`src/rtl/loop_unit.sv`:
```
// rtl/loop_unit.sv - bracket-loop control unit: loop-return stack, forward skip scan, PC redirect
//
// Purpose:
//   Executes loop-open / loop-close opcodes for a fetch/execute pipeline.
//   An open with a non-zero cell pushes its PC on a return stack. An open
//   with a zero cell starts a forward scan to the matching close. A close
//   with a non-zero cell redirects fetch to the instruction after the
//   matching open. A close with a zero cell pops the stack.
//   All registered state moves only on a rising clk with advance=1.
//
// Ports:
//   clk          in   rising-edge clock
//   reset        in   synchronous active-high reset
//   instruction  in   current opcode from fetch
//   pc           in   address of the current instruction
//   advance      in   current instruction retires this cycle
//   cell_zero    in   data cell at head is zero
//   pc_src       out  select pc_loaded in the fetch PC mux
//   pc_loaded    out  branch target (zero when pc_src=0)
//   skipping     out  forward scan active; suppress execution downstream
//   stack_level  out  entries on the return stack
//   overflow     out  sticky: push on full stack or skip counter saturation
//   underflow    out  sticky: close with empty stack

module loop_unit #(
   parameter int                     PC_WIDTH    = 16,
   parameter int                     INSTR_WIDTH = 9,
   parameter int                     STACK_DEPTH = 16,
   parameter int                     SKIP_WIDTH  = 8,
   parameter logic [INSTR_WIDTH-1:0] OP_OPEN     = 9'h005,
   parameter logic [INSTR_WIDTH-1:0] OP_CLOSE    = 9'h006
) (
   input  logic                           clk,
   input  logic                           reset,
   input  logic [INSTR_WIDTH-1:0]         instruction,
   input  logic [PC_WIDTH-1:0]            pc,
   input  logic                           advance,
   input  logic                           cell_zero,
   output logic                           pc_src,
   output logic [PC_WIDTH-1:0]            pc_loaded,
   output logic                           skipping,
   output logic [$clog2(STACK_DEPTH):0]   stack_level,
   output logic                           overflow,
   output logic                           underflow
);

   localparam int AW = $clog2(STACK_DEPTH);
   localparam int LW = AW + 1;

   typedef enum logic {
      ST_RUN  = 1'b0,
      ST_SKIP = 1'b1
   } state_t;

   state_t                  state_q, state_d;
   logic [LW-1:0]           level_q, level_d;
   logic [SKIP_WIDTH-1:0]   skip_q, skip_d;
   logic                    ovf_q, ovf_d;
   logic                    unf_q, unf_d;
   logic                    push;
   logic [PC_WIDTH-1:0]     stack_q [STACK_DEPTH];

   logic [AW-1:0]           top_idx;
   logic [PC_WIDTH-1:0]     stack_top;
   logic                    stack_empty;
   logic                    stack_full;
   logic                    branch;

   // When full, level[AW-1:0] wraps to 0 so subtracting one still lands
   // on the last entry.
   assign top_idx     = level_q[AW-1:0] - AW'(1);
   assign stack_top   = stack_q[top_idx];
   assign stack_empty = (level_q == '0);
   assign stack_full  = (level_q == LW'(STACK_DEPTH));

   always_comb begin
      state_d = state_q;
      level_d = level_q;
      skip_d  = skip_q;
      ovf_d   = ovf_q;
      unf_d   = unf_q;
      push    = 1'b0;
      branch  = 1'b0;

      case (state_q)
         ST_RUN: begin
            if (instruction == OP_OPEN) begin
               if (cell_zero) begin
                  state_d = ST_SKIP;
                  skip_d  = SKIP_WIDTH'(1);
               end else if (stack_full) begin
                  ovf_d = 1'b1;
               end else begin
                  push    = 1'b1;
                  level_d = level_q + LW'(1);
               end
            end else if (instruction == OP_CLOSE) begin
               if (stack_empty) begin
                  unf_d = 1'b1;
               end else if (cell_zero) begin
                  level_d = level_q - LW'(1);
               end else begin
                  branch = 1'b1;
               end
            end
         end
         ST_SKIP: begin
            // Only bracket nesting is tracked; the stack is left alone.
            if (instruction == OP_OPEN) begin
               if (skip_q == '1) begin
                  ovf_d = 1'b1;
               end else begin
                  skip_d = skip_q + SKIP_WIDTH'(1);
               end
            end else if (instruction == OP_CLOSE) begin
               if (skip_q == SKIP_WIDTH'(1)) begin
                  state_d = ST_RUN;
                  skip_d  = '0;
               end else begin
                  skip_d = skip_q - SKIP_WIDTH'(1);
               end
            end
         end
         default: state_d = ST_RUN;
      endcase

      // Reset masks the combinational outputs immediately.
      pc_src    = branch && !reset;
      pc_loaded = pc_src ? (stack_top + PC_WIDTH'(1)) : '0;
   end

   assign skipping    = (state_q == ST_SKIP) && !reset;
   assign stack_level = level_q;
   assign overflow    = ovf_q;
   assign underflow   = unf_q;

   always_ff @(posedge clk) begin
      if (reset) begin
         state_q <= ST_RUN;
         level_q <= '0;
         skip_q  <= '0;
         ovf_q   <= 1'b0;
         unf_q   <= 1'b0;
      end else if (advance) begin
         state_q <= state_d;
         level_q <= level_d;
         skip_q  <= skip_d;
         ovf_q   <= ovf_d;
         unf_q   <= unf_d;
      end
   end

   // Stack contents carry no reset; push is only raised when not full, so
   // the low AW bits of level_q address the next free slot.
   always_ff @(posedge clk) begin
      if (!reset && advance && push) begin
         stack_q[level_q[AW-1:0]] <= pc;
      end
   end

endmodule

```
`config.mk`:
```
export PLATFORM = sky130hd
export DESIGN_NAME = loop_unit
export DESIGN_NICKNAME = d
export VERILOG_FILES = /design/src/rtl/loop_unit.sv
export SDC_FILE = /design/constraint.sdc
export NUM_CORES = 1
export LEC_CHECK = 0
export ABC_AREA = 1
export ABC_CLOCK_PERIOD_IN_PS = 4200
export CORE_UTILIZATION = 61
export CTS_CLUSTER_DIAMETER = 40
export DETAILED_ROUTE_END_ITERATION = 8
export PLACE_DENSITY_LB_ADDON = 0.15
export SLEW_MARGIN = 20
export SYNTH_ARGS = -nofsm -noshare
export SYNTH_HDL_FRONTEND = slang
export SYNTH_SLANG_ARGS = --single-unit
```
`constraint.sdc`:
```
create_clock -name clk -period 4.2 [get_ports clk]
set_clock_uncertainty 0.05 [all_clocks]
set_input_delay 0.63 -clock clk [delete_from_list [all_inputs] [get_ports clk]]
set_output_delay 0.63 -clock clk [all_outputs]
set_load 0.05 [all_outputs]
```
==> impl_metrics.tcl, run 1 <==
set metrics [dict create \
    stdcell_area_um2 14400 \
    synth_top_area_share_pct 62.4 \
    cp_max_fo 25 \
    stdcell_count 1501 \
    synth.avg_cell_area_um2 10.7 \
    fmax_mhz 249 \
    end_kind "output pin" \
    placement.setup.worst_slack_ns 0.413 \
    clk_latency_ns 0.50 \
    drt_wl_total_mm 29.3 \
    area_growth_syn_to_layout_pct 17.2 \
    io_pins 54 \
    hold_viol 0 \
    dieArea_um2 20800 \
    layout_commonest_cell "nand2_1" \
    critPathKind "flop to output pin" \
    post-dp-hpwl_mm 17.4 \
    endpoint "pc_loaded[14]" \
    drc 0 \
    outcome "finished clean" \
    r2r_cells 8 \
    final-max-slew-violation-count 0 \
    hp-start "underflow" \
    rows 51 \
    holdWs_ns 0.401 \
    drt_first_pass_iters 5 \
    synth-edff-count 256 \
    postSynthCellCount 1149 \
    diodes 0 \
    wl_per_cell_um 19.5 \
    yosysTopAreaCell "edfxtp_1" \
    worstPathRequired_ns 3.52 \
    cts_root_buf "clkbuf_16" \
    worst_pin_slew_ns 0.631 \
    powerDensity_nw_per_um2 405 \
    routabilityCongestion 0.927 \
    gr-total-overflow 0 \
    irDropWorstVdd_v 0.000413 \
    vias 8622 \
    grt_max_degree 136 \
    yosysSeqAreaShare_pct 65.0 \
    power_mw 5.84 \
    r2r_slack_ns 1.58 \
    cap_violations 0 \
    period_minus_slack_ns 4.02 \
    finalCritPeriodShare_pct 95.8 \
    yosysWarnings 0 \
    drt_iter0_drc 963 \
    min_path_type "flop to flop" \
    start_kind "flop" \
    worst_slack_ns 0.177 \
    die_x_um 144 \
    holdBufCountCts 0 \
    dp_cells 1441 \
    grt_pass1_wl_mm 45.1 \
    rsz0062_at_grt "yes" \
    antenna_found_initial 0 \
    clkTransAtPathRegs_ns 0.05 \
    initial_utilization_pct 62.6 \
    cts_tree "yes" \
    dieHeight_um 144 \
    ant_nets 0 \
    synthArstFlopShare_pct 0 \
    r2r_end "stack_q[11][4]" \
    portBuffers 53 \
    drive_gt1_share_pct 14.3 \
    core_um2 19700 \
    worstPathArrival_ns 3.34 \
    synth.distinct_cells 40 \
    track_usage_pct 29.4 \
    dpl-instance-area_um2 13300 \
    ys.flop_type "edfxtp_1" \
    r2r_start "stack_level[1]" \
    clock_sinks 272 \
    synth_area_leaders "edfxtp_1 (62%), nand2_1 (9.8%), nand3_1 (9.2%), dfxtp_1 (2.6%), nor2_1 (2.1%)" \
    first_global_vias 8260 \
    viasPerCell 5.74 \
    htree_levels 2 \
    slew_headroom_pct 57.8 \
    netlist_area_um2 12300 \
    fin_nets 1255 \
    cp-startpoint "stack_level[1]" \
    setup_viol 0 \
    numCtsBuffers 34 \
    power.leakage_nw 5.32 \
    clk_path_buf_depth 3 \
    final_cell_mix "nand2_1 (320), edfxtp_1 (256), nand3_1 (227), nor2_1 (52), inv_1 (44)" \
    syn-num-nets 1192 \
    yosys_register_bits 272 \
]
worst min-delay path by stage:
| stage | end | slack, ns | cells after the start |
|---|---|---|---|
| after global placement | underflow | 0.39 | 2 |
| after global routing | underflow | 0.43 | 2 |
| after CTS | underflow | 0.40 | 2 |
| final | underflow | 0.40 | 2 |
| after floorplan | skip_q[7] | 0.45 | 2 |
| after detailed placement | underflow | 0.40 | 2 |
area by class of cell:
cell class              instances  area, um2
flip-flops and latches        272       8010
clock inverters                17        153
inverters                      53        209
multi-input cells             766       3760
well taps                     265        332
fillers                      1372       5220
clock buffers                  43        948
repair buffers                 85       1020
repair_timing:
action / 4_1_cts / 5_1_grt
setup endpoints to repair: 12 / 13
setup buffers: 0 / 0
resized for setup: 2 / 9
cells by family after synthesis:
family,share of synthesized area [%]
fa+ha+maj,1.48
flops,65.0
compound gates,2.93
simple gates,25.0
xor+xnor,0.640
buf+inv,4.95
Yosys cell counts, types with 3 or more instances:
library cell,number
xor2_1,7
nand2_4,5
inv_1,44
buf_2,22
nor2_1,69
dfxtp_1,16
nor3_1,10
o21ai_0,23
nand3_2,10
nor2_2,7
o21ai_1,4
ha_1,13
edfxtp_1,256
nand2_2,13
buf_6,10
clkbuf_1,6
nand3_1,227
nand2_1,320
buf_4,16
nor2_4,5
inv_2,6
a21oi_1,31
nand4_1,5
inv_4,3
sequential cells by signal, summed over array words and instances, names as in the netlist:
register / cells
overflow: 1
skip_q: 8
stack_level: 5
stack_q: 256
state_q: 1
underflow: 1
where the power goes:
group | switching, mW | leakage (nW) | internal (mW)
registers | 0.000113 | 2.43 | 2.96
clock network | 1.08 | 0.539 | 1.73
logic | 0.0449 | 2.35 | 0.0258
total | 1.12 | 5.32 | 4.72
worst max-delay path, stage by stage, from the launching register on:
cell and delay [ns]:
dfxtp_2 0.41, inv_1 0.13, ha_4 0.31, inv_2 0.27, buf_6 0.29, nand3_1 0.13, nand3_1 0.11, nand3_1 0.11
nand2_1 0.24, inv_1 0.14, nand3_1 0.12, nor2_2 0.04, nand3_1 0.06, nand2_1 0.05, nor2_1 0.22, buf_12 0.18
metrics by stage:
stage	TNS, ns	util [%]
after global placement	0	67.6
after detailed placement	0	67.6
final	0	73.4
after global routing	-0.0191	73.4
after floorplan	-0.00381	-
after CTS	0	73.3
metal layers:
layer | up-vias | routed length, um | GRT usage (%)
li1 | 4113 | - | -
met1 | 4111 | 11800 | 38.0
met2 | 352 | 14600 | 49.9
met3 | 46 | 2290 | 5.56
met4 | 0 | 592 | 9.91
met5 | - | 0 | 0
(Power assumes the default switching activity.)
==> run 2, diff against run 1 <==
PLACE_DENSITY = 0.82   (was unset)
PLACE_DENSITY_LB_ADDON = unset   (was 0.15)
RECOVER_POWER = 100   (was unset)
==> run 2 against run 1 <==
- clock power decreased by 10%
- worst hold slack better by 0.015 ns
- power is 4.9% lower
- setup slack got worse by 0.050 ns
- combinational power shrank 7.4%
- sequential share of layout area rose by 0.70 points
- wire length increased by 3.6%
- utilization decreased by 0.89 points
- count of clock-buffer cells in the layout shrank 6
- sequential cell count stayed put
- global-route usage increased by 0.75 points
- non-clock buffer count up 3
- critical endpoint is now pc_loaded[12]
- highest routed layer unchanged
==> impl_metrics.tcl, run 2 (synthesized netlist as in run 1, its figures left out) <==
set metrics [dict create \
    outcome "finished clean" \
    irDropWorstVdd_v 0.000381 \
    start_kind "flop" \
    stdcell_area_um2 14300 \
    cap_violations 0 \
    area_growth_syn_to_layout_pct 15.8 \
    setup_viol 0 \
    diodes 0 \
    power.leakage_nw 5.27 \
    worst_pin_slew_ns 0.935 \
    critPathKind "flop to output pin" \
    drive_gt1_share_pct 12.7 \
    r2r_end "stack_q[1][13]" \
    end_kind "output pin" \
    largest_reg_flops 256 \
    fin_nets 1255 \
    dieArea_um2 20800 \
    die_x_um 144 \
    whs_path_depth 2 \
    clkTransAtPathRegs_ns 0.05 \
    layout_commonest_cell "nand2_1" \
    hold_viol 0 \
    worstPathRequired_ns 3.52 \
    drt_wl_total_mm 30.4 \
    final_cell_mix "nand2_1 (321), edfxtp_1 (256), nand3_1 (227), nor2_1 (60), inv_1 (45)" \
    holdBufCountCts 0 \
    grt.busiest_layer "met2" \
    slew_headroom_pct 37.4 \
    cts_root_buf "clkbuf_16" \
    dieHeight_um 144 \
    clk_latency_ns 0.56 \
    holdWs_ns 0.416 \
    met2_usage_pct 49.8 \
    portBuffers 53 \
    clock_sinks 272 \
    min_path_type "flop to flop" \
    r2r_start "stack_level[1]" \
    hold-path-endpoint "underflow" \
    rows 51 \
    period_minus_slack_ns 4.07 \
    dp_cells 1438 \
    clk_path_buf_depth 3 \
    cts_tree "yes" \
    final_core_util_pct 72.5 \
    worstPathArrival_ns 3.39 \
    use_met3_pct 5.23 \
    grt_max_degree 136 \
    track_usage_pct 30.1 \
    core_um2 19700 \
    finalCritPeriodShare_pct 97.0 \
    fmax_mhz 246 \
    first_global_vias 8655 \
    antenna_found_initial 0 \
    stdcell_count 1501 \
    cp_max_fo 89 \
    hp-start "underflow" \
    drc 0 \
    initial_utilization_pct 62.6 \
    htree_levels 1 \
    vias 9087 \
    final-max-slew-violation-count 0 \
    numCtsBuffers 30 \
    io_pins 54 \
    power_mw 5.55 \
    r2r_cells 8 \
    wl_per_cell_um 20.2 \
    routabilityCongestion 0.938 \
    viasPerCell 6.05 \
    drt_iter0_drc 1105 \
    cp-startpoint "stack_level[0]" \
    post-dp-hpwl_mm 17.5 \
    drt_first_pass_iters 5 \
    powerDensity_nw_per_um2 390 \
    r2r_slack_ns 1.21 \
    dpl-instance-area_um2 13300 \
    gr-total-overflow 0 \
    ant_nets 0 \
    grt_use_met1_pct 39.9 \
    grt_pass1_wl_mm 46.4 \
]
[run 2: cell types whose count changed in the layout (fill, tap and decap cells not counted), moves of 8 or more]
cell | before | now
clkdlybuf4s50_1 | 36 | 11
dlygate4sd3_1 | 0 | 25
clkbuf_2 | 0 | 15
buf_4 | 22 | 8
nor2_1 | 52 | 60
nor2_2 | 24 | 16
[run 2: per-stage QoR]
stage                     setup WS (ns)  setup TNS, ns
after floorplan                -0.00381       -0.00381
after global placement            0.529              0
after detailed placement          0.419              0
after CTS                        0.0164              0
after global routing            -0.0224        -0.0224
final                             0.127              0
[run 2: power breakdown]
group | switching (mW) | internal (mW) | leakage, nW
Combinational | 0.0428 | 0.0227 | 2.38
Sequential | 0.000119 | 2.96 | 2.43
Clock | 1.05 | 1.47 | 0.462
Total | 1.10 | 4.46 | 5.27
[run 2: how the worst max path moves through the flow]
stage                          endpoint  slack (ns)  depth (start not counted)
after floorplan            pc_loaded[3]      -0.004                         18
after global placement     pc_loaded[6]        0.53                         11
after detailed placement  pc_loaded[12]        0.42                         11
after CTS                 pc_loaded[12]        0.02                         18
after global routing      pc_loaded[12]       -0.02                         18
final                     pc_loaded[12]        0.13                         16
[run 2: metal layers]
| layer | vias to the layer above | wire, um |
|---|---|---|
| li1 | 4129 | - |
| met1 | 4280 | 11500 |
| met2 | 589 | 14800 |
| met3 | 89 | 3170 |
| met4 | 0 | 921 |
| met5 | - | 0 |
[run 2: layout make-up]
cell class,instances,area (um2)
inverter,53,214
timing repair buffer,88,978
clock buffer,37,798
sequential,272,8020
multi-input combinational,767,3760
tap,265,332
clock inverter,19,156
fill,1364,5400
[run 2: worst max-delay path, stage by stage, from the launching register on]
cell,delay (ns)
dfxtp_4,0.36
inv_4,0.09
clkbuf_8,0.46
nand2_1,0.14
nand3_1,0.12
nand3_1,0.08
nand3_1,0.09
nand2_1,0.08
inv_2,0.15
ha_1,0.22
inv_1,0.09
nor2_1,0.11
nand2_1,0.09
nor2_1,0.15
a21oi_1,0.11
a21oi_2,0.20
buf_12,0.17
[run 2: what timing repair did]
| action | CTS | global route |
|---|---|---|
| pin swaps | 0 | 3 |
| endpoints found under the setup margin | 11 | 11 |
| gates cloned | 0 | 2 |
| gates resized for setup | 4 | 12 |
| buffers inserted | 0 | 5 |
